==> src/rtl/processador_pkg.sv <==
// Shared definitions for the processor control units: opcodes and the
// memory-control state encoding.
package processador_pkg;

  localparam logic [3:0] OP_STORE   = 4'b1100;
  localparam logic [3:0] OP_LOADLED = 4'b1101;
  localparam logic [3:0] OP_LOADA   = 4'b1110;

  typedef enum logic [1:0] {
    ST_IDLE,
    ST_MEM,
    ST_DONE
  } estado_t;

  function automatic logic eh_acesso_mem(input logic [3:0] op);
    return (op == OP_STORE) || (op == OP_LOADLED) || (op == OP_LOADA);
  endfunction

endpackage

==> src/rtl/contador_timeout.sv <==
// Loadable down-counter with clear and enable; expirou flags terminal count.
module contador_timeout #(
  parameter int W = 4
) (
  input  logic         clock,
  input  logic         reset_n,
  input  logic         clear,
  input  logic         load,
  input  logic         enable,
  input  logic [W-1:0] valor,
  output logic         expirou
);

  logic [W-1:0] contagem;

  always_ff @(posedge clock or negedge reset_n) begin
    if (!reset_n) begin
      contagem <= '0;
    end else if (clear) begin
      contagem <= '0;
    end else if (load) begin
      contagem <= valor;
    end else if (enable && (contagem != '0)) begin
      contagem <= contagem - 1'b1;
    end
  end

  assign expirou = (contagem == '0);

endmodule

==> src/rtl/unidade_controle_mem.sv <==
// Memory-side control unit: accepts an instruction, runs one handshaked RAM
// access with optional timeout, and routes read data to the LEDs or register A.
//
// state   | meaning
// IDLE    | instr_ready high, waiting for instr_valid
// MEM     | mem_req held until mem_ack or timeout
// DONE    | one-cycle done (and variacao on a good LOADA)
module unidade_controle_mem #(
  parameter int DATA_W  = 8,
  parameter int ADDR_W  = 4,
  parameter int TIMEOUT = 15
) (
  input  logic              clock,
  input  logic              reset_n,
  input  logic              instr_valid,
  output logic              instr_ready,
  input  logic [3:0]        opcode,
  input  logic [ADDR_W-1:0] operando,
  input  logic [DATA_W-1:0] regSaidaULA,
  output logic              mem_req,
  output logic              mem_we,
  output logic [ADDR_W-1:0] mem_addr,
  output logic [DATA_W-1:0] dataInMem,
  input  logic [DATA_W-1:0] dataOutMem,
  input  logic              mem_ack,
  output logic [DATA_W-1:0] ledSaidaMem,
  output logic [DATA_W-1:0] reg_a_data,
  output logic              variacao,
  output logic              done,
  output logic              erro
);

  import processador_pkg::*;

  estado_t    estado;
  logic [3:0] op_q;
  logic       aceita;
  logic       expirou;

  assign aceita = (estado == ST_IDLE) && instr_ready && instr_valid;

  generate
    if (TIMEOUT > 0) begin : g_timeout
      localparam int CNT_W = $clog2(TIMEOUT + 1);
      // Loaded with TIMEOUT-1 so terminal count lands in the last allowed MEM cycle.
      contador_timeout #(.W(CNT_W)) u_contador (
        .clock   (clock),
        .reset_n (reset_n),
        .clear   (estado == ST_DONE),
        .load    (aceita),
        .enable  (estado == ST_MEM),
        .valor   (CNT_W'(TIMEOUT - 1)),
        .expirou (expirou)
      );
    end else begin : g_sem_timeout
      assign expirou = 1'b0;
    end
  endgenerate

  always_ff @(posedge clock or negedge reset_n) begin
    if (!reset_n) begin
      estado      <= ST_IDLE;
      op_q        <= '0;
      instr_ready <= 1'b0;
      mem_req     <= 1'b0;
      mem_we      <= 1'b0;
      mem_addr    <= '0;
      dataInMem   <= '0;
      ledSaidaMem <= '0;
      reg_a_data  <= '0;
      variacao    <= 1'b0;
      done        <= 1'b0;
      erro        <= 1'b0;
    end else begin
      done     <= 1'b0;
      variacao <= 1'b0;
      case (estado)
        ST_IDLE: begin
          if (aceita) begin
            instr_ready <= 1'b0;
            op_q        <= opcode;
            mem_addr    <= operando;
            dataInMem   <= regSaidaULA;
            erro        <= 1'b0;
            if (eh_acesso_mem(opcode)) begin
              mem_req <= 1'b1;
              mem_we  <= (opcode == OP_STORE);
              estado  <= ST_MEM;
            end else begin
              done   <= 1'b1;
              estado <= ST_DONE;
            end
          end else begin
            instr_ready <= 1'b1;
          end
        end
        ST_MEM: begin
          // Ack is checked first so an ack on the terminal-count cycle still succeeds.
          if (mem_ack) begin
            mem_req <= 1'b0;
            done    <= 1'b1;
            estado  <= ST_DONE;
            if (op_q == OP_LOADLED) begin
              ledSaidaMem <= dataOutMem;
            end else if (op_q == OP_LOADA) begin
              reg_a_data <= dataOutMem;
              variacao   <= 1'b1;
            end
          end else if (expirou) begin
            mem_req <= 1'b0;
            erro    <= 1'b1;
            done    <= 1'b1;
            estado  <= ST_DONE;
          end
        end
        ST_DONE: begin
          instr_ready <= 1'b1;
          estado      <= ST_IDLE;
        end
        default: begin
          estado <= ST_IDLE;
        end
      endcase
    end
  end

endmodule

==> config.mk <==
export PLATFORM = sky130hd
export DESIGN_NAME = unidade_controle_mem
export DESIGN_NICKNAME = d
export VERILOG_FILES = /design/src/rtl/processador_pkg.sv /design/src/rtl/contador_timeout.sv /design/src/rtl/unidade_controle_mem.sv
export SDC_FILE = /design/constraint.sdc
export NUM_CORES = 1
export LEC_CHECK = 0
export CAP_MARGIN = 15
export CORE_MARGIN = 2
export CORE_UTILIZATION = 45
export DETAILED_ROUTE_END_ITERATION = 10
export DONT_BUFFER_PORTS = 1
export PLACE_DENSITY = 0.67
export SYNTH_ARGS = -nofsm -noshare
export SYNTH_HDL_FRONTEND = slang
export SYNTH_SLANG_ARGS = --single-unit
==> constraint.sdc <==
create_clock -name clock -period 1.9 [get_ports clock]
set_input_delay 0.19 -clock clock [delete_from_list [all_inputs] [get_ports clock]]
set_output_delay 0.19 -clock clock [all_outputs]
set_load 0.02 [all_outputs]
==> reports/qor.yml, run 1 <==
outcome: "finished, final reports clean"
synth-edff-count: 0
synth_top_cell_by_area: "dfrtp_1"
synth_cells: 164
first_global_vias: 1201
crit_chain: "inv_1 > ha_1 > nor3b_1 > o21ai_0 > a32o_1"
coreArea_sq_mm: 0.00400
relSlewSlack: 0.694
maxCapViolCount: 0
setup_viol: 0
hold_depth: 2
cts_resized: 0
yosys_warnings: 0
min_to: "dataInMem[0]$_DFFE_PN0P_"
yosysTopAreaCellShare: 0.587
fin_worst_skew_ns: 0.00430
grt_max_degree: 45
final_antenna_net_count: 0
gp_congestion: 0.787
drv_slew: 0
grt_pass1_wl_um: 5400
fin_nets: 203
hold_viol: 0
vias: 1212
htreeDepth: 2
fin_crit_ns: 1.62
critPathKind: "register to register"
start_util: 0.469
cts_num_sinks: 44
cp.arrival_ns: 1.81
syn_area_sq_mm: 0.00188
syn2layout_area_growth_pct: 10.3
min_path_type: "input port to register"
synth_area_per_cell_sq_um: 11.4
critPathMaxStageDelay_ns: 0.44
die_h_um: 68.6
netlist_top_cells_area: "dfrtp_1, nand2_1, mux2_2"
synthDistinctLibCells: 35
finalWirelength_um: 3560
io_buffers: 0
leakagePower_nw: 1.03
end_kind: "register"
cp_slowest_cell: "dfrtp_1"
drt-vias-per-instance: 5.46
cts_made_buffers: 5
hold_start: "regSaidaULA[0]"
drc: 0
die_w_um: 68.6
wire_per_inst_um: 16.0
firstDrtPassIters: 4
insertion_delay_ns: 0.29
power_density_mw_per_mm2: 1320
root_buffer: "clkbuf_8"
row_count: 23
rrSetupSlack_ns: 0.28
nFillCells: 363
synthMostInstantiatedCell: "nand2_1"
dp_hpwl_um: 2560
critPathRequiredTime_ns: 2.08
fin_tns_setup_ns: 0
cts_tree: "yes"
finish.utilization: 0.517
drtIter0Drc: 43
crit_fanout: 5
yosysSeqAreaShare: 0.587
ir_drop_v: 0.000843
ioPinCount: 62
critPathBufInv: 1
synthArstFlopShare: 1.00
antenna_cells: 0
grt_use_total: 0.163
synth_ff_type: "dfrtp_1"
fmax_mhz: 616
yosys_register_bits: 44
drive_above_1_share: 0.169
rsz0062_at_grt: "no"
worst_slew_pin_slew_ns: 0.460
clockBufferDepth: 2
worst_r2r_path_depth: 5
grt.overflow.total: 0
antenna_found_initial: 0
regToRegEndpoint: "g_timeout.u_contador.contagem[0]$_DFFE_PN0P_"
cp.depth: 5
clk_pin_slew_ns: 0.07
post-cts-setup-buffers: 0
syn_nets: 193
dieArea_sq_mm: 0.00470
worstSetupStartpointType: "register"
ys_top_cells_by_count: "nand2_1, dfrtp_1, mux2_2"
fin_crit_sh: 0.854
crit_family: "flip-flops"
r2r-start: "g_timeout.u_contador.contagem[0]$_DFFE_PN0P_"
==> metrics by stage <==
step                      power, mW  hold slack [ns]  instance area [sq um]  setup WS [ns]  std cells
after floorplan                2.08           -0.106                   1880          0.445        164
after global placement         2.16           -0.104                   1910          0.370        209
after detailed placement       2.21           -0.104                   1910          0.300        209
after CTS                      2.77         0.000700                   2070          0.294        222
after global routing           2.91         0.000591                   2070          0.176        222
final                          2.73          0.00506                   2070          0.278        222
==> cells in the final DEF, fill, tap and decap left out, drive strengths merged <==
cell type,netlist,layout
nor4b,1,1
a211o,3,3
nor2,4,4
or3b,1,1
nand3b,2,2
mux2i,1,1
nand2,54,54
and4bb,1,1
nand4bb,1,1
mux2,16,16
nor4,1,1
a31oi,1,1
nand3,1,1
inv,5,5
o21bai,1,1
ha,1,1
buf,6,2
nand4b,2,2
a32o,1,1
or2,1,1
nor3,1,1
a21o,1,1
dfrtp,44,44
a211oi,1,1
a21oi,4,4
clkbuf,0,5
o21ai,5,5
nor3b,2,2
dlygate4sd3,0,7
a21boi,1,1
nand2b,1,1
==> registers in the layout, indices dropped and copies added (netlist names) <==
register,flops
dataInMem,8
ledSaidaMem,8
reg_a_data,8
g_timeout.u_contador.contagem,4
mem_addr,4
op_q,4
estado,2
done,1
erro,1
instr_ready,1
mem_req,1
mem_we,1
variacao,1
==> cells by family after synthesis <==
group / synth area share
AO/OA/AOI/OAI: 0.0647
adder cells (fa/ha/maj): 0.00667
buffers and inverters: 0.0293
flip-flops: 0.587
multiplexers: 0.101
AND/OR/NAND/NOR: 0.211
==> layer usage <==
| metal | global-route usage | routed length, um |
|---|---|---|
| met1 | 0.174 | 1380 |
| met2 | 0.279 | 1820 |
| met3 | 0.0552 | 314 |
| met4 | 0.0975 | 54 |
| met5 | 0 | 0 |
==> power breakdown <==
group          leakage, nW  internal [mW]  switching [mW]
clock network       0.0359          0.237           0.275
registers            0.569           1.20           0.491
logic                0.429          0.256           0.272
==> cell type report <==
cell class	count	area [sq um]	area share
flip-flops and latches	44	1100	0.532
multi-input cells	109	721	0.348
repair buffers	9	97.6	0.0472
clock buffers	5	68.8	0.0333
well taps	50	62.6	0.0302
inverters	5	18.8	0.00907
==> worst max-delay path by stage <==
stage,startpoint,slack [ns],to
5_1_grt,g_timeout.u_contador.contagem[0]$_DFFE_PN0P_,0.18,g_timeout.u_contador.contagem[0]$_DFFE_PN0P_
4_1_cts,g_timeout.u_contador.contagem[0]$_DFFE_PN0P_,0.29,g_timeout.u_contador.contagem[0]$_DFFE_PN0P_
6_report,g_timeout.u_contador.contagem[0]$_DFFE_PN0P_,0.28,g_timeout.u_contador.contagem[0]$_DFFE_PN0P_
3_5_place_dp,g_timeout.u_contador.contagem[0]$_DFFE_PN0P_,0.30,g_timeout.u_contador.contagem[0]$_DFFE_PN0P_
2_1_floorplan,g_timeout.u_contador.contagem[0]$_DFFE_PN0P_,0.44,g_timeout.u_contador.contagem[0]$_DFFE_PN0P_
3_3_place_gp,estado[0]$_DFFE_PN0P_,0.37,g_timeout.u_contador.contagem[1]$_DFFE_PN0P_
==> repair_timing <==
action,4_1_cts,5_1_grt
hold endpoints to repair,50,0
setup endpoints to repair,0,0
hold buffers,8,0
Power figures use the tool's default switching activity.
==> inputs of run 2 (changes only) <==
--- a/config.mk
+++ b/config.mk
@@ -6,6 +6,7 @@
 export NUM_CORES = 1
 export LEC_CHECK = 0
 export CAP_MARGIN = 15
+export CORE_ASPECT_RATIO = 1.2
 export CORE_MARGIN = 2
 export CORE_UTILIZATION = 45
 export DETAILED_ROUTE_END_ITERATION = 10
==> run 2 against run 1 <==
Net effect:
- via count grew 2.6%
- clock skew grew 0.0031 ns
- critical path depth is the same
- sequential power is essentially flat
- cell count grew 5.4%
- largest power group unchanged
==> reports/qor.yml, run 2 (synthesis gave the netlist of run 1 again) <==
drtIter0Drc: 46
cp.arrival_ns: 1.88
min_path_type: "input port to register"
switching_share: 0.369
first_global_vias: 1388
syn2layout_area_growth_pct: 15.3
outcome: "finished, final reports clean"
finalPower_mw: 2.94
setup_viol: 0
clockBufferDepth: 2
vias: 1243
wire_per_inst_um: 16.6
power_density_mw_per_mm2: 1360
final_common_cell: "nand2_1"
reg_top3: "dataInMem: 8 flops, ledSaidaMem: 8 flops, reg_a_data: 8 flops"
worst_r2r_path_depth: 5
clk_pin_slew_ns: 0.08
power.share.sequential: 0.575
layout_common_cells: "nand2_1, dfrtp_1, mux2_2"
coreArea_sq_mm: 0.00397
post-cts-setup-buffers: 0
holdBufCountCts: 12
p_comb_frac: 0.190
critPathKind: "register to register"
r2r-start: "g_timeout.u_contador.contagem[1]$_DFFE_PN0P_"
fin_crit_ns: 1.70
critPathRequiredTime_ns: 2.08
grt_use_total: 0.176
fin_nets: 208
cts_num_sinks: 44
relSlewSlack: 0.712
maxCapViolCount: 0
drt-vias-per-instance: 5.31
fmax_mhz: 588
crit_path_start: "g_timeout.u_contador.contagem[1]$_DFFE_PN0P_"
regToRegEndpoint: "g_timeout.u_contador.contagem[0]$_DFFE_PN0P_"
fin_worst_skew_ns: 0.00740
finalWirelength_um: 3880
root_buffer: "clkbuf_8"
antenna_cells: 0
final_antenna_net_count: 0
p_sw_mw: 1.09
crit_fanout: 5
htreeDepth: 2
grt_pass1_wl_um: 6240
worst_slew_pin_slew_ns: 0.432
cts_resized: 0
ioPinCount: 62
cellInternalPower_mw: 1.86
grt_max_degree: 45
rrSetupSlack_ns: 0.20
grt.overflow.total: 0
dieArea_sq_mm: 0.00471
die_w_um: 63.0
fin_tns_setup_ns: 0
rsz0062_at_grt: "no"
hold_viol: 0
ir_drop_v: 0.000602
antenna_found_initial: 0
crit_end: "g_timeout.u_contador.contagem[0]$_DFFE_PN0P_"
leakagePower_nw: 1.07
firstDrtPassIters: 7
die_h_um: 74.7
gp_congestion: 0.781
cts_made_buffers: 5
drv_slew: 0
worstSetupStartpointType: "register"
io_buffers: 0
start_util: 0.472
row_count: 25
end_kind: "register"
dp_hpwl_um: 2760
drc: 0
insertion_delay_ns: 0.29
drive_above_1_share: 0.183
clkPwrFrac: 0.235
fin_crit_sh: 0.894
cts_tree: "yes"
[run 2: changes by cell type in the layout (fill, tap and decap cells not counted)]
cell,previous run,this run
bufinv_16,0,1
buf_4,1,2
clkinv_2,0,1
clkinvlp_4,0,1
dlygate4sd3_1,7,11
[run 2: layer usage]
layer  up-vias  GRT usage  share of wire
li1        577          -              -
met1       619      0.170           0.35
met2        40      0.344           0.58
met3         7     0.0583          0.057
met4         0     0.0765          0.018
met5         -          0              0
[run 2: power by group through the flow]
| stage | Sequential [mW] | Combinational, mW | Clock, mW |
|---|---|---|---|
| floorplan | 1.63 | 0.447 | 0 |
| global placement | 1.70 | 0.472 | 0 |
| detailed placement | 1.72 | 0.522 | 0 |
| CTS | 1.70 | 0.565 | 0.717 |
| global route | 1.73 | 0.636 | 0.766 |
| finish | 1.69 | 0.559 | 0.691 |
[run 2: layout make-up]
type                       instances  area [sq um]
clock inverter                     3          42.5
inverter                           5          18.8
fill                             344          1810
timing repair buffer              14           145
tap                               54          67.6
sequential                        44          1100
multi-input combinational        109           721
clock buffer                       5          68.8
[run 2: worst min-delay path by stage]
stage                               from                   endpoint  slack, ns  depth (start not counted)
after global placement           reset_n  reg_a_data[1]$_DFFE_PN0P_      -0.10                          0
after global routing       dataOutMem[1]  reg_a_data[1]$_DFFE_PN0P_      0.003                          1
after detailed placement         reset_n  reg_a_data[1]$_DFFE_PN0P_      -0.10                          0
after CTS                    operando[0]    mem_addr[0]$_DFFE_PN0P_     0.0001                          2
final                     regSaidaULA[0]   dataInMem[0]$_DFFE_PN0P_      0.007                          2
after floorplan                  reset_n   dataInMem[0]$_DFFE_PN0P_      -0.11                          0
[run 2: critical path, cell delays in order, from the launching register on]
cell and delay [ns]:
dfrtp_1 0.44, inv_1 0.09, ha_1 0.22, nor3b_1 0.40, o21ai_0 0.20, a32o_1 0.23
[run 2: stage by stage]
stage	hold WS [ns]	std cells	worst slack [ns]	utilization	area (sq um)
after global routing	0.00258	234	0.0902	0.545	2160
after global placement	-0.105	214	0.383	0.484	1920
final	0.00661	234	0.201	0.545	2160
after CTS	0.000134	234	0.201	0.545	2160
after detailed placement	-0.105	214	0.214	0.484	1920
after floorplan	-0.106	164	0.445	-	1880
